`src/rtl/adder_half_1bit.sv`:
```
// 1-bit half adder with zero-latency outputs, plus a registered side path that
// delays {carry, sum} by PIPE_STAGES edges and counts carry cycles, saturating.
module adder_half_1bit #(
  parameter int PIPE_STAGES = 1,
  parameter int CNT_WIDTH   = 8
) (
  output logic                 output_carry,
  output logic                 output_sum,
  input  logic                 input_a,
  input  logic                 input_b,
  input  logic                 Clk,
  input  logic                 Rst,
  output logic                 carry_q,
  output logic                 sum_q,
  output logic [CNT_WIDTH-1:0] carry_count
);

  if (PIPE_STAGES < 1 || PIPE_STAGES > 8) begin : g_bad_pipe_stages
    $error("adder_half_1bit: PIPE_STAGES=%0d outside 1..8", PIPE_STAGES);
  end
  if (CNT_WIDTH < 1 || CNT_WIDTH > 32) begin : g_bad_cnt_width
    $error("adder_half_1bit: CNT_WIDTH=%0d outside 1..32", CNT_WIDTH);
  end

  // The primary outputs never touch Clk/Rst, so they stay valid with those unconnected.
  assign output_sum   = input_a ^ input_b;
  assign output_carry = input_a & input_b;

  logic [1:0]           pipe_q [PIPE_STAGES];
  logic [1:0]           pipe_d [PIPE_STAGES];
  logic [CNT_WIDTH-1:0] count_q;
  logic [CNT_WIDTH-1:0] count_d;

  // NOTE: every variable is given a default first so no path through the block can infer a latch.
  always_comb begin
    pipe_d[0] = {output_carry, output_sum};
    for (int i = 1; i < PIPE_STAGES; i++) begin
      pipe_d[i] = pipe_q[i-1];
    end
    count_d = count_q;
    if (output_carry && (count_q != {CNT_WIDTH{1'b1}})) begin
      count_d = count_q + 1'b1;
    end
  end

  // NOTE: the pipeline array is reset element by element because a mid-run reset must flush in-flight data.
  always_ff @(posedge Clk) begin
    if (Rst) begin
      for (int i = 0; i < PIPE_STAGES; i++) begin
        pipe_q[i] <= '0;
      end
      count_q <= '0;
    end else begin
      // NOTE: non-blocking assignments give every stage the pre-edge value of its neighbour.
      for (int i = 0; i < PIPE_STAGES; i++) begin
        pipe_q[i] <= pipe_d[i];
      end
      count_q <= count_d;
    end
  end

  assign {carry_q, sum_q} = pipe_q[PIPE_STAGES-1];
  assign carry_count      = count_q;

endmodule

```
`config.mk`:
```
export PLATFORM = sky130hd
export DESIGN_NAME = adder_half_1bit
export DESIGN_NICKNAME = d
export VERILOG_FILES = /design/src/rtl/adder_half_1bit.sv
export SDC_FILE = /design/constraint.sdc
export NUM_CORES = 1
export LEC_CHECK = 0
export BUFFER_PORTS_ARGS = -buffer_cell sky130_fd_sc_hd__buf_2
export CORE_ASPECT_RATIO = 1.4
export CORE_UTILIZATION = 24
export DETAILED_ROUTE_END_ITERATION = 8
export GPL_TIMING_DRIVEN = 0
export HOLD_SLACK_MARGIN = 0.15
export PLACE_DENSITY = 0.47
export REMOVE_ABC_BUFFERS = 1
export SYNTH_ARGS = -nofsm -noshare
export SYNTH_HDL_FRONTEND = slang
export SYNTH_SLANG_ARGS = --single-unit
```
`constraint.sdc`:
```
create_clock -name Clk -period 2 [get_ports Clk]
set_clock_uncertainty 0.15 [all_clocks]
set_input_delay 0.1 -clock Clk [delete_from_list [all_inputs] [get_ports Clk]]
set_output_delay 0.1 -clock Clk [all_outputs]
set_load 0.03 [all_outputs]
```
==> flow_summary.html, run 1 <==
<table>
<tr><th>Metric</th><th>Value</th></tr>
<tr><th colspan="2">Synth</th></tr>
<tr><td>Mean post-synth cell area</td><td>10.3 um^2</td></tr>
<tr><td>Total of flip-flops plus latches after synthesis</td><td>10</td></tr>
<tr><td>Yosys top cell by area</td><td>sky130_fd_sc_hd__dfxtp_1</td></tr>
<tr><td>Syn Std Cell Area</td><td>523 um^2</td></tr>
<tr><td>Number of synthesized flops with an enable pin</td><td>0</td></tr>
<tr><td>Sequential-to-total area share from yosys stat</td><td>0.383</td></tr>
<tr><td>Number of distinct library cell variants in the gate-level netlist after synthesis</td><td>27</td></tr>
<tr><td>Yosys warning total</td><td>0</td></tr>
<tr><td>Top cell type's share of synthesized area</td><td>0.383</td></tr>
<tr><td>Synth area leaders</td><td>sky130_fd_sc_hd__dfxtp_1, sky130_fd_sc_hd__a41oi_4, sky130_fd_sc_hd__ha_1, sky130_fd_sc_hd__a211oi_1, sky130_fd_sc_hd__nor3_1</td></tr>
<tr><td>Synthesized instance count</td><td>51</td></tr>
<tr><td>Ys async rst share</td><td>0</td></tr>
<tr><td>Ys flop type</td><td>sky130_fd_sc_hd__dfxtp_1</td></tr>
<tr><th colspan="2">Timing</th></tr>
<tr><td>Finish-stage setup viols</td><td>0</td></tr>
<tr><td>Min cycle time layout</td><td>1.77 ns</td></tr>
<tr><td>Count of final hold-check violations</td><td>0</td></tr>
<tr><td>Max Slew Vio Count</td><td>0</td></tr>
<tr><td>Fin Hold WS</td><td>0.281 ns</td></tr>
<tr><td>Post-route fraction of the period consumed by the critical path</td><td>0.886</td></tr>
<tr><td>Fmax</td><td>564 MHz</td></tr>
<tr><td>Transition time of the tightest slew-check pin</td><td>0.341 ns</td></tr>
<tr><td>Relative slew slack</td><td>0.773</td></tr>
<tr><td>Total negative slack</td><td>0 ns</td></tr>
<tr><td>RSZ-0062 raised after global routing</td><td>false</td></tr>
<tr><td>Final critical-path setup slack</td><td>0.228 ns</td></tr>
<tr><th colspan="2">Pwr</th></tr>
<tr><td>Total power of the final layout</td><td>446 uW</td></tr>
<tr><td>Lkg Pwr</td><td>0.293 nW</td></tr>
<tr><td>Max VDD drop</td><td>0.234 mV</td></tr>
<tr><td>PwrDens</td><td>664 mW/mm^2</td></tr>
<tr><th colspan="2">Drt</th></tr>
<tr><td>Mean routed wirelength per cell</td><td>11.3 um</td></tr>
<tr><td>Routed via count divided by cell count</td><td>4.62</td></tr>
<tr><td>Routed WL</td><td>1.04 mm</td></tr>
<tr><td>Final ANT Viol Nets</td><td>0</td></tr>
<tr><td>DR DRC count</td><td>0</td></tr>
<tr><td>Number of violations reported at the end of detailed-routing iteration 0</td><td>8</td></tr>
<tr><td>Total via count in the routed design</td><td>425</td></tr>
<tr><td>First-pass iteration count of the detailed router</td><td>4</td></tr>
<tr><th colspan="2">Floorplan</th></tr>
<tr><td>Total Die Area</td><td>0.00237 mm^2</td></tr>
<tr><td>Effective utilization at floorplan</td><td>0.262</td></tr>
<tr><td>Die width</td><td>41.5 um</td></tr>
<tr><td>Total number of placement rows</td><td>19</td></tr>
<tr><td>Die Span Y</td><td>57.2 um</td></tr>
<tr><td>Area inside the core boundary</td><td>0.00200 mm^2</td></tr>
<tr><td>I/O pin cnt</td><td>16</td></tr>
<tr><th colspan="2">Final layout</th></tr>
<tr><td>Area growth syn-to-layout</td><td>28.5%</td></tr>
<tr><td>Post-route non-filler standard cell count</td><td>92</td></tr>
<tr><td>Proportion of layout cells with a drive suffix above 1</td><td>0.366</td></tr>
<tr><td>Layout Utilization</td><td>0.336</td></tr>
<tr><td>Antenna diodes</td><td>0</td></tr>
<tr><td>Number of nets at the end of the flow</td><td>78</td></tr>
<tr><td>Final instance area</td><td>672 um^2</td></tr>
<tr><th colspan="2">Hold path</th></tr>
<tr><td>Worst min-delay path category</td><td>input pin to register</td></tr>
<tr><td>Worst Hold Path Cells</td><td>4</td></tr>
<tr><td>Startpoint of the lowest-slack hold path</td><td>input_a</td></tr>
<tr><td>End point of the worst hold path</td><td>pipe_q[0][1]</td></tr>
<tr><th colspan="2">Global route</th></tr>
<tr><td>Total global-route track usage</td><td>0.0984</td></tr>
<tr><td>Antenna violations before repair</td><td>0</td></tr>
<tr><td>Largest net degree at the start of global routing</td><td>14</td></tr>
<tr><td>Global route overflow</td><td>0</td></tr>
<tr><td>Number of global-route vias before repair</td><td>384</td></tr>
<tr><td>Global-route wire length before repair</td><td>1.75 mm</td></tr>
<tr><th colspan="2">Placed design</th></tr>
<tr><td>Routability-driven placement congestion ratio</td><td>0.711</td></tr>
<tr><td># port buffers</td><td>15</td></tr>
<tr><td>Post-DP Area</td><td>606 um^2</td></tr>
<tr><td>Cell total after placement</td><td>85</td></tr>
<tr><td>Estimated wirelength of the detail-placed design</td><td>724 um</td></tr>
<tr><td>Setup WS pre-CTS</td><td>0.414 ns</td></tr>
<tr><th colspan="2">Worst setup path</th></tr>
<tr><td>Worst R2R End</td><td>carry_count[6]</td></tr>
<tr><td>Startpoint class of the critical path</td><td>input pin</td></tr>
<tr><td>FF-to-FF setup slack</td><td>0.42 ns</td></tr>
<tr><td>Cell-by-cell trace of the critical path</td><td>dlygate4sd3_1, buf_2, ha_1, nand4_2, a211oi_2, mux2_1</td></tr>
<tr><td>Critical path fanouts, max</td><td>6</td></tr>
<tr><td>Worst reg2reg path startpoint</td><td>carry_count[0]</td></tr>
<tr><td>Worst stage delay on the critical path</td><td>0.51 ns</td></tr>
<tr><td>Endpoint type of the worst setup path</td><td>register</td></tr>
<tr><td>Endpoint required time on the critical path</td><td>2.00 ns</td></tr>
<tr><td>Kind of critical path</td><td>input pin to register</td></tr>
<tr><td>Slowest library cell on the worst path</td><td>sky130_fd_sc_hd__dlygate4sd3_1</td></tr>
<tr><td>Critical Path Start</td><td>input_b</td></tr>
<tr><td>Reg2Reg Depth</td><td>4</td></tr>
<tr><td>Arr. time, crit path</td><td>1.77 ns</td></tr>
<tr><th colspan="2">Clock tree</th></tr>
<tr><td>TritonCTS clock tree</td><td>done</td></tr>
<tr><td>Worst-skew pair later-pin latency</td><td>0.27 ns</td></tr>
<tr><td>H-tree Lvls</td><td>1</td></tr>
<tr><td>Post-CTS setup buffer count</td><td>0</td></tr>
<tr><td>Clock Tree Root</td><td>sky130_fd_sc_hd__clkbuf_4</td></tr>
<tr><td>Cts-stage hold buffer count</td><td>3</td></tr>
<tr><td>Clock buffers created by TritonCTS</td><td>3</td></tr>
<tr><td>Maximum buffer depth of the clock tree</td><td>2</td></tr>
<tr><td>Clock sink count</td><td>10</td></tr>
<tr><td>Clock-pin slew reported for the worst setup and hold paths after clock tree synthesis</td><td>0.08 ns</td></tr>
<tr><td>Post-cts gate resize count</td><td>0</td></tr>
<tr><th colspan="2">Run</th></tr>
<tr><td>Number of max-cap violations</td><td>0</td></tr>
<tr><th colspan="2">Run status</th></tr>
<tr><td>Result of the run</td><td>complete, no violations</td></tr>
</table>
[layer usage]
metal	part of all wire	global-route usage
met1	0.48	0.116
met5	0	0
met4	0.012	0.0691
met3	0.053	0.0348
met2	0.45	0.147
[final cells by class]
type                    count  area (um^2)
well taps                  21         26.3
clock buffers               4         36.3
repair buffers             18          105
flip-flops and latches     10          200
inverters                   3         11.3
fillers                   219         1330
multi-input cells          36          293
[registers in the layout, summed over array words and instances, names as in the netlist]
signal       cells
carry_count      8
pipe_q           2
[cells by family after synthesis]
family	count (synthesis)	share of synthesized area
AOI/OAI and AO/OA	9	0.170
adders and majority gates	2	0.0478
buffers and inverters	5	0.0574
and+or+nand+nor	22	0.273
muxes	3	0.0694
DFF	10	0.383
[worst max-delay path, delay by kind of cell]
| kind | cells | cell delay [ns] |
|---|---|---|
| muxes | 1 | 0.33 |
| AOI/OAI and AO/OA | 1 | 0.26 |
| adders and majority gates | 1 | 0.26 |
| buffers and inverters | 2 | 0.60 |
| and+or+nand+nor | 1 | 0.21 |
[how the worst max path moves through the flow]
stage                           to
finish              carry_count[5]
global route        carry_count[5]
CTS                 carry_count[5]
detailed placement  carry_count[6]
global placement    carry_count[6]
floorplan           carry_count[6]
[cells in the mapped netlist, types with 2 or more instances]
cell type and number:
sky130_fd_sc_hd__nor2b_1 2, sky130_fd_sc_hd__nor3_1 3, sky130_fd_sc_hd__a31oi_1 2, sky130_fd_sc_hd__ha_1 2, sky130_fd_sc_hd__nor2_1 4, sky130_fd_sc_hd__nand2b_1 2
sky130_fd_sc_hd__nand2_1 2, sky130_fd_sc_hd__inv_1 3, sky130_fd_sc_hd__a211oi_1 3, sky130_fd_sc_hd__dfxtp_1 10, sky130_fd_sc_hd__nand3_1 2
[report_power, final]
part | internal, mW | switching (mW) | leakage, nW | total (mW)
registers | 0.204 | 0.00368 | 0.0812 | 0.208
logic | 0.0228 | 0.0314 | 0.191 | 0.0542
clock network | 0.111 | 0.0741 | 0.0210 | 0.185
total | 0.337 | 0.109 | 0.293 | 0.446
[cells in the final DEF, fill, tap and decap left out, types with 3 or more instances in the layout]
master                           n
sky130_fd_sc_hd__a211oi_1        3
sky130_fd_sc_hd__buf_2          15
sky130_fd_sc_hd__clkbuf_4        3
sky130_fd_sc_hd__dfxtp_1        10
sky130_fd_sc_hd__dlygate4sd3_1   3
sky130_fd_sc_hd__inv_1           3
sky130_fd_sc_hd__nor2_1          4
sky130_fd_sc_hd__nor3_1          3
(Power assumes the default switching activity.)
==> run 2, diff against run 1 <==
--- a/config.mk
+++ b/config.mk
@@ -6,12 +6,13 @@
 export NUM_CORES = 1
 export LEC_CHECK = 0
 export BUFFER_PORTS_ARGS = -buffer_cell sky130_fd_sc_hd__buf_2
-export CORE_ASPECT_RATIO = 1.4
-export CORE_UTILIZATION = 24
+export CELL_PAD_IN_SITES_DETAIL_PLACEMENT = 1
+export CELL_PAD_IN_SITES_GLOBAL_PLACEMENT = 1
+export CORE_UTILIZATION = 35
 export DETAILED_ROUTE_END_ITERATION = 8
 export GPL_TIMING_DRIVEN = 0
 export HOLD_SLACK_MARGIN = 0.15
-export PLACE_DENSITY = 0.47
+export PLACE_DENSITY = 0.77
 export REMOVE_ABC_BUFFERS = 1
 export SYNTH_ARGS = -nofsm -noshare
 export SYNTH_HDL_FRONTEND = slang
==> flow_summary.html, run 2 (same netlist as run 1, synthesis figures left out) <==
<table>
<tr><th>Metric</th><th>Value</th></tr>
<tr><th colspan="2">Run status</th></tr>
<tr><td>Result of the run</td><td>complete, no violations</td></tr>
<tr><th colspan="2">Pwr</th></tr>
<tr><td>Lkg Pwr</td><td>0.293 nW</td></tr>
<tr><td>PwrDens</td><td>677 mW/mm^2</td></tr>
<tr><td>Max VDD drop</td><td>0.474 mV</td></tr>
<tr><th colspan="2">Global route</th></tr>
<tr><td>Global-route wire length before repair</td><td>1.85 mm</td></tr>
<tr><td>Number of global-route vias before repair</td><td>452</td></tr>
<tr><td>Global route overflow</td><td>0</td></tr>
<tr><td>Antenna violations before repair</td><td>0</td></tr>
<tr><td>Largest net degree at the start of global routing</td><td>14</td></tr>
<tr><td>Total global-route track usage</td><td>0.173</td></tr>
<tr><th colspan="2">Final layout</th></tr>
<tr><td>Most common library cell in the layout ignoring fill and taps</td><td>sky130_fd_sc_hd__buf_2</td></tr>
<tr><td>Multi-input gate area</td><td>293 um^2</td></tr>
<tr><td>Flip-flop count of the largest register after layout</td><td>8</td></tr>
<tr><td>Proportion of layout cells with a drive suffix above 1</td><td>0.366</td></tr>
<tr><td>Count of filler cells inserted in the layout</td><td>164</td></tr>
<tr><td>Highest-count cells in the layout ignoring fill and taps</td><td>sky130_fd_sc_hd__buf_2, sky130_fd_sc_hd__dfxtp_1, sky130_fd_sc_hd__nor2_1</td></tr>
<tr><td>Final instance area</td><td>664 um^2</td></tr>
<tr><td>Number of nets at the end of the flow</td><td>78</td></tr>
<tr><td>Area used by sequential logic in the layout</td><td>200 um^2</td></tr>
<tr><td>Area growth syn-to-layout</td><td>27.0%</td></tr>
<tr><td>Antenna diodes</td><td>0</td></tr>
<tr><th colspan="2">Worst setup path</th></tr>
<tr><td>Cell-by-cell trace of the critical path</td><td>dlygate4sd3_1, buf_2, ha_1, nand4_2, a211oi_2, mux2_1</td></tr>
<tr><td>Worst stage delay on the critical path</td><td>0.52 ns</td></tr>
<tr><td>Worst Path Buf+Inv</td><td>2</td></tr>
<tr><td>Arr. time, crit path</td><td>1.78 ns</td></tr>
<tr><td>Kind of critical path</td><td>input pin to register</td></tr>
<tr><td>Critical path fanouts, max</td><td>6</td></tr>
<tr><td>Slowest library cell on the worst path</td><td>sky130_fd_sc_hd__dlygate4sd3_1</td></tr>
<tr><td>Startpoint class of the critical path</td><td>input pin</td></tr>
<tr><td>Family with the most delay on the worst path</td><td>buffers and inverters</td></tr>
<tr><td>Endpoint type of the worst setup path</td><td>register</td></tr>
<tr><td>Endpoint required time on the critical path</td><td>2.00 ns</td></tr>
<tr><td>FF-to-FF setup slack</td><td>0.38 ns</td></tr>
<tr><th colspan="2">Placed design</th></tr>
<tr><td>Routability-driven placement congestion ratio</td><td>0.693</td></tr>
<tr><td>Setup WS pre-CTS</td><td>0.400 ns</td></tr>
<tr><td># port buffers</td><td>15</td></tr>
<tr><td>Estimated wirelength of the detail-placed design</td><td>791 um</td></tr>
<tr><td>Post-DP Area</td><td>598 um^2</td></tr>
<tr><th colspan="2">Timing</th></tr>
<tr><td>Relative slew slack</td><td>0.772</td></tr>
<tr><td>Min cycle time layout</td><td>1.77 ns</td></tr>
<tr><td>Post-route fraction of the period consumed by the critical path</td><td>0.887</td></tr>
<tr><td>Transition time of the tightest slew-check pin</td><td>0.342 ns</td></tr>
<tr><td>Fmax</td><td>564 MHz</td></tr>
<tr><td>Finish-stage setup viols</td><td>0</td></tr>
<tr><td>Total negative slack</td><td>0 ns</td></tr>
<tr><td>Final critical-path setup slack</td><td>0.226 ns</td></tr>
<tr><td>Count of final hold-check violations</td><td>0</td></tr>
<tr><td>Max Slew Vio Count</td><td>0</td></tr>
<tr><td>Fin Hold WS</td><td>0.297 ns</td></tr>
<tr><td>RSZ-0062 raised after global routing</td><td>false</td></tr>
<tr><th colspan="2">Drt</th></tr>
<tr><td>Number of violations reported at the end of detailed-routing iteration 0</td><td>3</td></tr>
<tr><td>Total via count in the routed design</td><td>473</td></tr>
<tr><td>Mean routed wirelength per cell</td><td>13.2 um</td></tr>
<tr><td>Routed WL</td><td>1.14 mm</td></tr>
<tr><td>DR DRC count</td><td>0</td></tr>
<tr><td>Final ANT Viol Nets</td><td>0</td></tr>
<tr><td>Routed via count divided by cell count</td><td>5.50</td></tr>
<tr><td>First-pass iteration count of the detailed router</td><td>3</td></tr>
<tr><th colspan="2">Clock tree</th></tr>
<tr><td>Post-CTS setup buffer count</td><td>0</td></tr>
<tr><td>Clock Tree Root</td><td>sky130_fd_sc_hd__clkbuf_4</td></tr>
<tr><td>Clock-pin slew reported for the worst setup and hold paths after clock tree synthesis</td><td>0.07 ns</td></tr>
<tr><td>Maximum buffer depth of the clock tree</td><td>2</td></tr>
<tr><td>Post-cts gate resize count</td><td>0</td></tr>
<tr><td>Worst-skew pair later-pin latency</td><td>0.27 ns</td></tr>
<tr><td>Cts-stage hold buffer count</td><td>3</td></tr>
<tr><td>Clock sink count</td><td>10</td></tr>
<tr><td>TritonCTS clock tree</td><td>done</td></tr>
<tr><td>H-tree Lvls</td><td>1</td></tr>
<tr><td>Clock buffers created by TritonCTS</td><td>3</td></tr>
<tr><th colspan="2">Floorplan</th></tr>
<tr><td>Die width</td><td>40.7 um</td></tr>
<tr><td>Die Span Y</td><td>40.7 um</td></tr>
<tr><td>Total Die Area</td><td>0.00165 mm^2</td></tr>
<tr><td>Area inside the core boundary</td><td>0.00135 mm^2</td></tr>
<tr><td>Total number of placement rows</td><td>13</td></tr>
<tr><td>Effective utilization at floorplan</td><td>0.387</td></tr>
<tr><td>I/O pin cnt</td><td>16</td></tr>
<tr><th colspan="2">Run</th></tr>
<tr><td>Number of max-cap violations</td><td>0</td></tr>
<tr><th colspan="2">Hold path</th></tr>
<tr><td>Worst min-delay path category</td><td>input pin to register</td></tr>
</table>
[run 2: path summary, 6_finish.rpt]
check	from	end	depth (start not counted)
min	input_a	pipe_q[0][1]	4
max reg2reg	carry_count[0]	carry_count[6]	4
min reg2reg	carry_count[1]	carry_count[1]	2
max	input_b	carry_count[5]	6
[run 2: report_power, final]
group / total (mW) / switching (mW) / internal [mW]
clock network: 0.186 / 0.0755 / 0.111
logic: 0.0561 / 0.0331 / 0.0230
registers: 0.207 / 0.00362 / 0.204
[run 2: worst register-to-register path: cells and delay by family, from the launching register on]
kind / cells / cell delay (ns)
adder cells (fa/ha/maj): 1 / 0.39
flip-flops: 1 / 0.40
AND/OR/NAND/NOR: 3 / 0.56
[run 2: per-stage QoR]
step / instances / power [mW] / utilization
6_report: 86 / 0.450 / 0.492
5_1_grt: 86 / 0.470 / 0.492
4_1_cts: 86 / 0.457 / 0.492
3_5_place_dp: 79 / 0.262 / 0.443
3_3_place_gp: 79 / 0.261 / 0.443
2_1_floorplan: 49 / 0.246 / -
[run 2: cell type report]
type                       count  area share
multi-input combinational     36       0.441
inverter                       3      0.0169
sequential                    10       0.301
timing repair buffer          18       0.158
tap                           15      0.0282
clock buffer                   4      0.0546
[run 2: per-layer routing]
metal | GRT usage | routed length, um
met4 | 0 | 0
met1 | 0.193 | 523
met3 | 0.0978 | 77
met5 | 0 | 0
met2 | 0.302 | 535
==> run 3, diff against run 2 <==
--- a/config.mk
+++ b/config.mk
@@ -8,11 +8,13 @@
 export BUFFER_PORTS_ARGS = -buffer_cell sky130_fd_sc_hd__buf_2
 export CELL_PAD_IN_SITES_DETAIL_PLACEMENT = 1
 export CELL_PAD_IN_SITES_GLOBAL_PLACEMENT = 1
-export CORE_UTILIZATION = 35
+export CORE_UTILIZATION = 34
+export CTS_BUF_LIST = sky130_fd_sc_hd__clkbuf_4 sky130_fd_sc_hd__clkbuf_8
+export CTS_CLUSTER_SIZE = 16
 export DETAILED_ROUTE_END_ITERATION = 8
 export GPL_TIMING_DRIVEN = 0
 export HOLD_SLACK_MARGIN = 0.15
-export PLACE_DENSITY = 0.77
+export PLACE_DENSITY = 0.78
 export REMOVE_ABC_BUFFERS = 1
 export SYNTH_ARGS = -nofsm -noshare
 export SYNTH_HDL_FRONTEND = slang
==> constraint.sdc (replaced) <==
create_clock -name Clk -period 1.59 [get_ports Clk]
set_clock_uncertainty 0.15 [all_clocks]
set_input_delay 0.0795 -clock Clk [delete_from_list [all_inputs] [get_ports Clk]]
set_output_delay 0.0795 -clock Clk [all_outputs]
set_load 0.03 [all_outputs]
==> flow_summary.html, run 3 (same netlist as run 1, synthesis figures left out) <==
<table>
<tr><th>Metric</th><th>Value</th></tr>
<tr><th colspan="2">Floorplan</th></tr>
<tr><td>Die Span Y</td><td>41.2 um</td></tr>
<tr><td>I/O pin cnt</td><td>16</td></tr>
<tr><td>Die width</td><td>41.2 um</td></tr>
<tr><td>Area inside the core boundary</td><td>0.00137 mm^2</td></tr>
<tr><td>Total number of placement rows</td><td>13</td></tr>
<tr><td>Effective utilization at floorplan</td><td>0.383</td></tr>
<tr><td>Total Die Area</td><td>0.00170 mm^2</td></tr>
<tr><th colspan="2">Placed design</th></tr>
<tr><td>Post-DP Area</td><td>598 um^2</td></tr>
<tr><td>Estimated wirelength of the detail-placed design</td><td>865 um</td></tr>
<tr><td>Routability-driven placement congestion ratio</td><td>0.706</td></tr>
<tr><td>Cell total after placement</td><td>79</td></tr>
<tr><td># port buffers</td><td>15</td></tr>
<tr><th colspan="2">Final layout</th></tr>
<tr><td>Final instance area</td><td>671 um^2</td></tr>
<tr><td>Highest-count cells in the layout ignoring fill and taps</td><td>sky130_fd_sc_hd__buf_2, sky130_fd_sc_hd__dfxtp_1, sky130_fd_sc_hd__nor2_1</td></tr>
<tr><td>Post-route non-filler standard cell count</td><td>85</td></tr>
<tr><td>Area growth syn-to-layout</td><td>28.2%</td></tr>
<tr><td>Flip-flop count of the largest register after layout</td><td>8</td></tr>
<tr><td>Number of nets at the end of the flow</td><td>77</td></tr>
<tr><td>Proportion of layout cells with a drive suffix above 1</td><td>0.429</td></tr>
<tr><td>Antenna diodes</td><td>0</td></tr>
<tr><td>Most common library cell in the layout ignoring fill and taps</td><td>sky130_fd_sc_hd__buf_2</td></tr>
<tr><td>Layout Utilization</td><td>0.491</td></tr>
<tr><td>Count of filler cells inserted in the layout</td><td>168</td></tr>
<tr><th colspan="2">Global route</th></tr>
<tr><td>Global route overflow</td><td>0</td></tr>
<tr><td>Total global-route track usage</td><td>0.178</td></tr>
<tr><td>Antenna violations before repair</td><td>0</td></tr>
<tr><td>Global-route wire length before repair</td><td>1.86 mm</td></tr>
<tr><td>Number of global-route vias before repair</td><td>430</td></tr>
<tr><td>Largest net degree at the start of global routing</td><td>14</td></tr>
<tr><th colspan="2">Clock tree</th></tr>
<tr><td>Worst-skew pair later-pin latency</td><td>0.27 ns</td></tr>
<tr><td>Post-CTS setup buffer count</td><td>0</td></tr>
<tr><td>Clock sink count</td><td>10</td></tr>
<tr><td>Clock-pin slew reported for the worst setup and hold paths after clock tree synthesis</td><td>0.07 ns</td></tr>
<tr><td>H-tree Lvls</td><td>1</td></tr>
<tr><td>Clock buffers created by TritonCTS</td><td>3</td></tr>
<tr><td>TritonCTS clock tree</td><td>done</td></tr>
<tr><td>Maximum buffer depth of the clock tree</td><td>2</td></tr>
<tr><td>Clock Tree Root</td><td>sky130_fd_sc_hd__clkbuf_4</td></tr>
<tr><th colspan="2">Run</th></tr>
<tr><td>Number of max-cap violations</td><td>0</td></tr>
<tr><th colspan="2">Timing</th></tr>
<tr><td>Post-route fraction of the period consumed by the critical path</td><td>0.934</td></tr>
<tr><td>Total negative slack</td><td>0 ns</td></tr>
<tr><td>Transition time of the tightest slew-check pin</td><td>0.265 ns</td></tr>
<tr><td>Count of final hold-check violations</td><td>0</td></tr>
<tr><td>RSZ-0062 raised after global routing</td><td>false</td></tr>
<tr><td>Min cycle time layout</td><td>1.49 ns</td></tr>
<tr><td>Relative slew slack</td><td>0.823</td></tr>
<tr><td>Finish-stage setup viols</td><td>0</td></tr>
<tr><td>Fmax</td><td>673 MHz</td></tr>
<tr><td>Max Slew Vio Count</td><td>0</td></tr>
<tr><th colspan="2">Worst setup path</th></tr>
<tr><td>Reg2Reg Depth</td><td>3</td></tr>
<tr><td>Arr. time, crit path</td><td>1.50 ns</td></tr>
<tr><td>Startpoint class of the critical path</td><td>register</td></tr>
<tr><td>Critical path fanouts, max</td><td>8</td></tr>
<tr><td>Endpoint type of the worst setup path</td><td>register</td></tr>
<tr><td>Kind of critical path</td><td>register to register</td></tr>
<tr><td>Endpoint required time on the critical path</td><td>1.60 ns</td></tr>
<tr><th colspan="2">Drt</th></tr>
<tr><td>Routed WL</td><td>1.17 mm</td></tr>
<tr><td>Number of violations reported at the end of detailed-routing iteration 0</td><td>3</td></tr>
<tr><td>Total via count in the routed design</td><td>461</td></tr>
<tr><td>First-pass iteration count of the detailed router</td><td>2</td></tr>
<tr><td>Mean routed wirelength per cell</td><td>13.8 um</td></tr>
<tr><td>Routed via count divided by cell count</td><td>5.42</td></tr>
<tr><td>Final ANT Viol Nets</td><td>0</td></tr>
<tr><td>DR DRC count</td><td>0</td></tr>
<tr><th colspan="2">Hold path</th></tr>
<tr><td>Worst min-delay path category</td><td>input pin to register</td></tr>
<tr><td>Worst Hold Path Cells</td><td>4</td></tr>
<tr><th colspan="2">Run status</th></tr>
<tr><td>Result of the run</td><td>complete, no violations</td></tr>
<tr><th colspan="2">Pwr</th></tr>
<tr><td>Lkg Pwr</td><td>0.288 nW</td></tr>
<tr><td>PwrDens</td><td>842 mW/mm^2</td></tr>
<tr><td>Max VDD drop</td><td>0.386 mV</td></tr>
</table>
run 3: final cells by class:
| cell class | instances | area, um^2 | area share |
|---|---|---|---|
| Inverter | 3 | 11.3 | 0.0168 |
| Tap cell | 15 | 18.8 | 0.0280 |
| Clock buffer | 4 | 36.3 | 0.0541 |
| Timing Repair Buffer | 17 | 95.1 | 0.142 |
| Multi-Input combinational cell | 36 | 305 | 0.455 |
| Sequential cell | 10 | 204 | 0.304 |
run 3: path summary, 6_finish.rpt:
check                               startpoint              to  slack (ns)
worst max register to register  carry_count[4]  carry_count[0]        0.10
worst max-delay path            carry_count[4]  carry_count[0]        0.10
worst min-delay path                   input_b    pipe_q[0][1]        0.25
worst min register to register  carry_count[1]  carry_count[1]        0.37
run 3: metrics by stage:
step                      power [mW]  hold WS (ns)  setup WS (ns)
after global placement         0.328         0.247        0.00815
after CTS                      0.575         0.251         0.0420
final                          0.565         0.248          0.105
after floorplan                0.310      -0.00381        -0.0970
after global routing           0.598         0.279         0.0456
after detailed placement       0.329         0.250        -0.0373
run 3: metal layers:
layer  GRT usage  share of wire  vias up
met5           0              0        -
met4      0.0726         0.0068        0
met3      0.0815          0.063        3
met2       0.297           0.48       18
met1       0.194           0.45      215
li1            -              -      225
run 3: critical path, stage by stage (launching register included):
cell                      delay, ns
sky130_fd_sc_hd__dfxtp_1       0.45
sky130_fd_sc_hd__and4_4        0.31
sky130_fd_sc_hd__a41oi_4       0.14
sky130_fd_sc_hd__mux2_4        0.32
run 3: timing repair:
item                                    CTS  global route
resized for setup                         1             4
hold buffers                              2             0
hold endpoints to repair                 10             0
endpoints found under the setup margin    2             3
run 3: power breakdown:
group	switching (mW)	total [mW]	internal (mW)
combinational	0.0400	0.0680	0.0280
sequential	0.00622	0.263	0.257
clock	0.0942	0.233	0.139
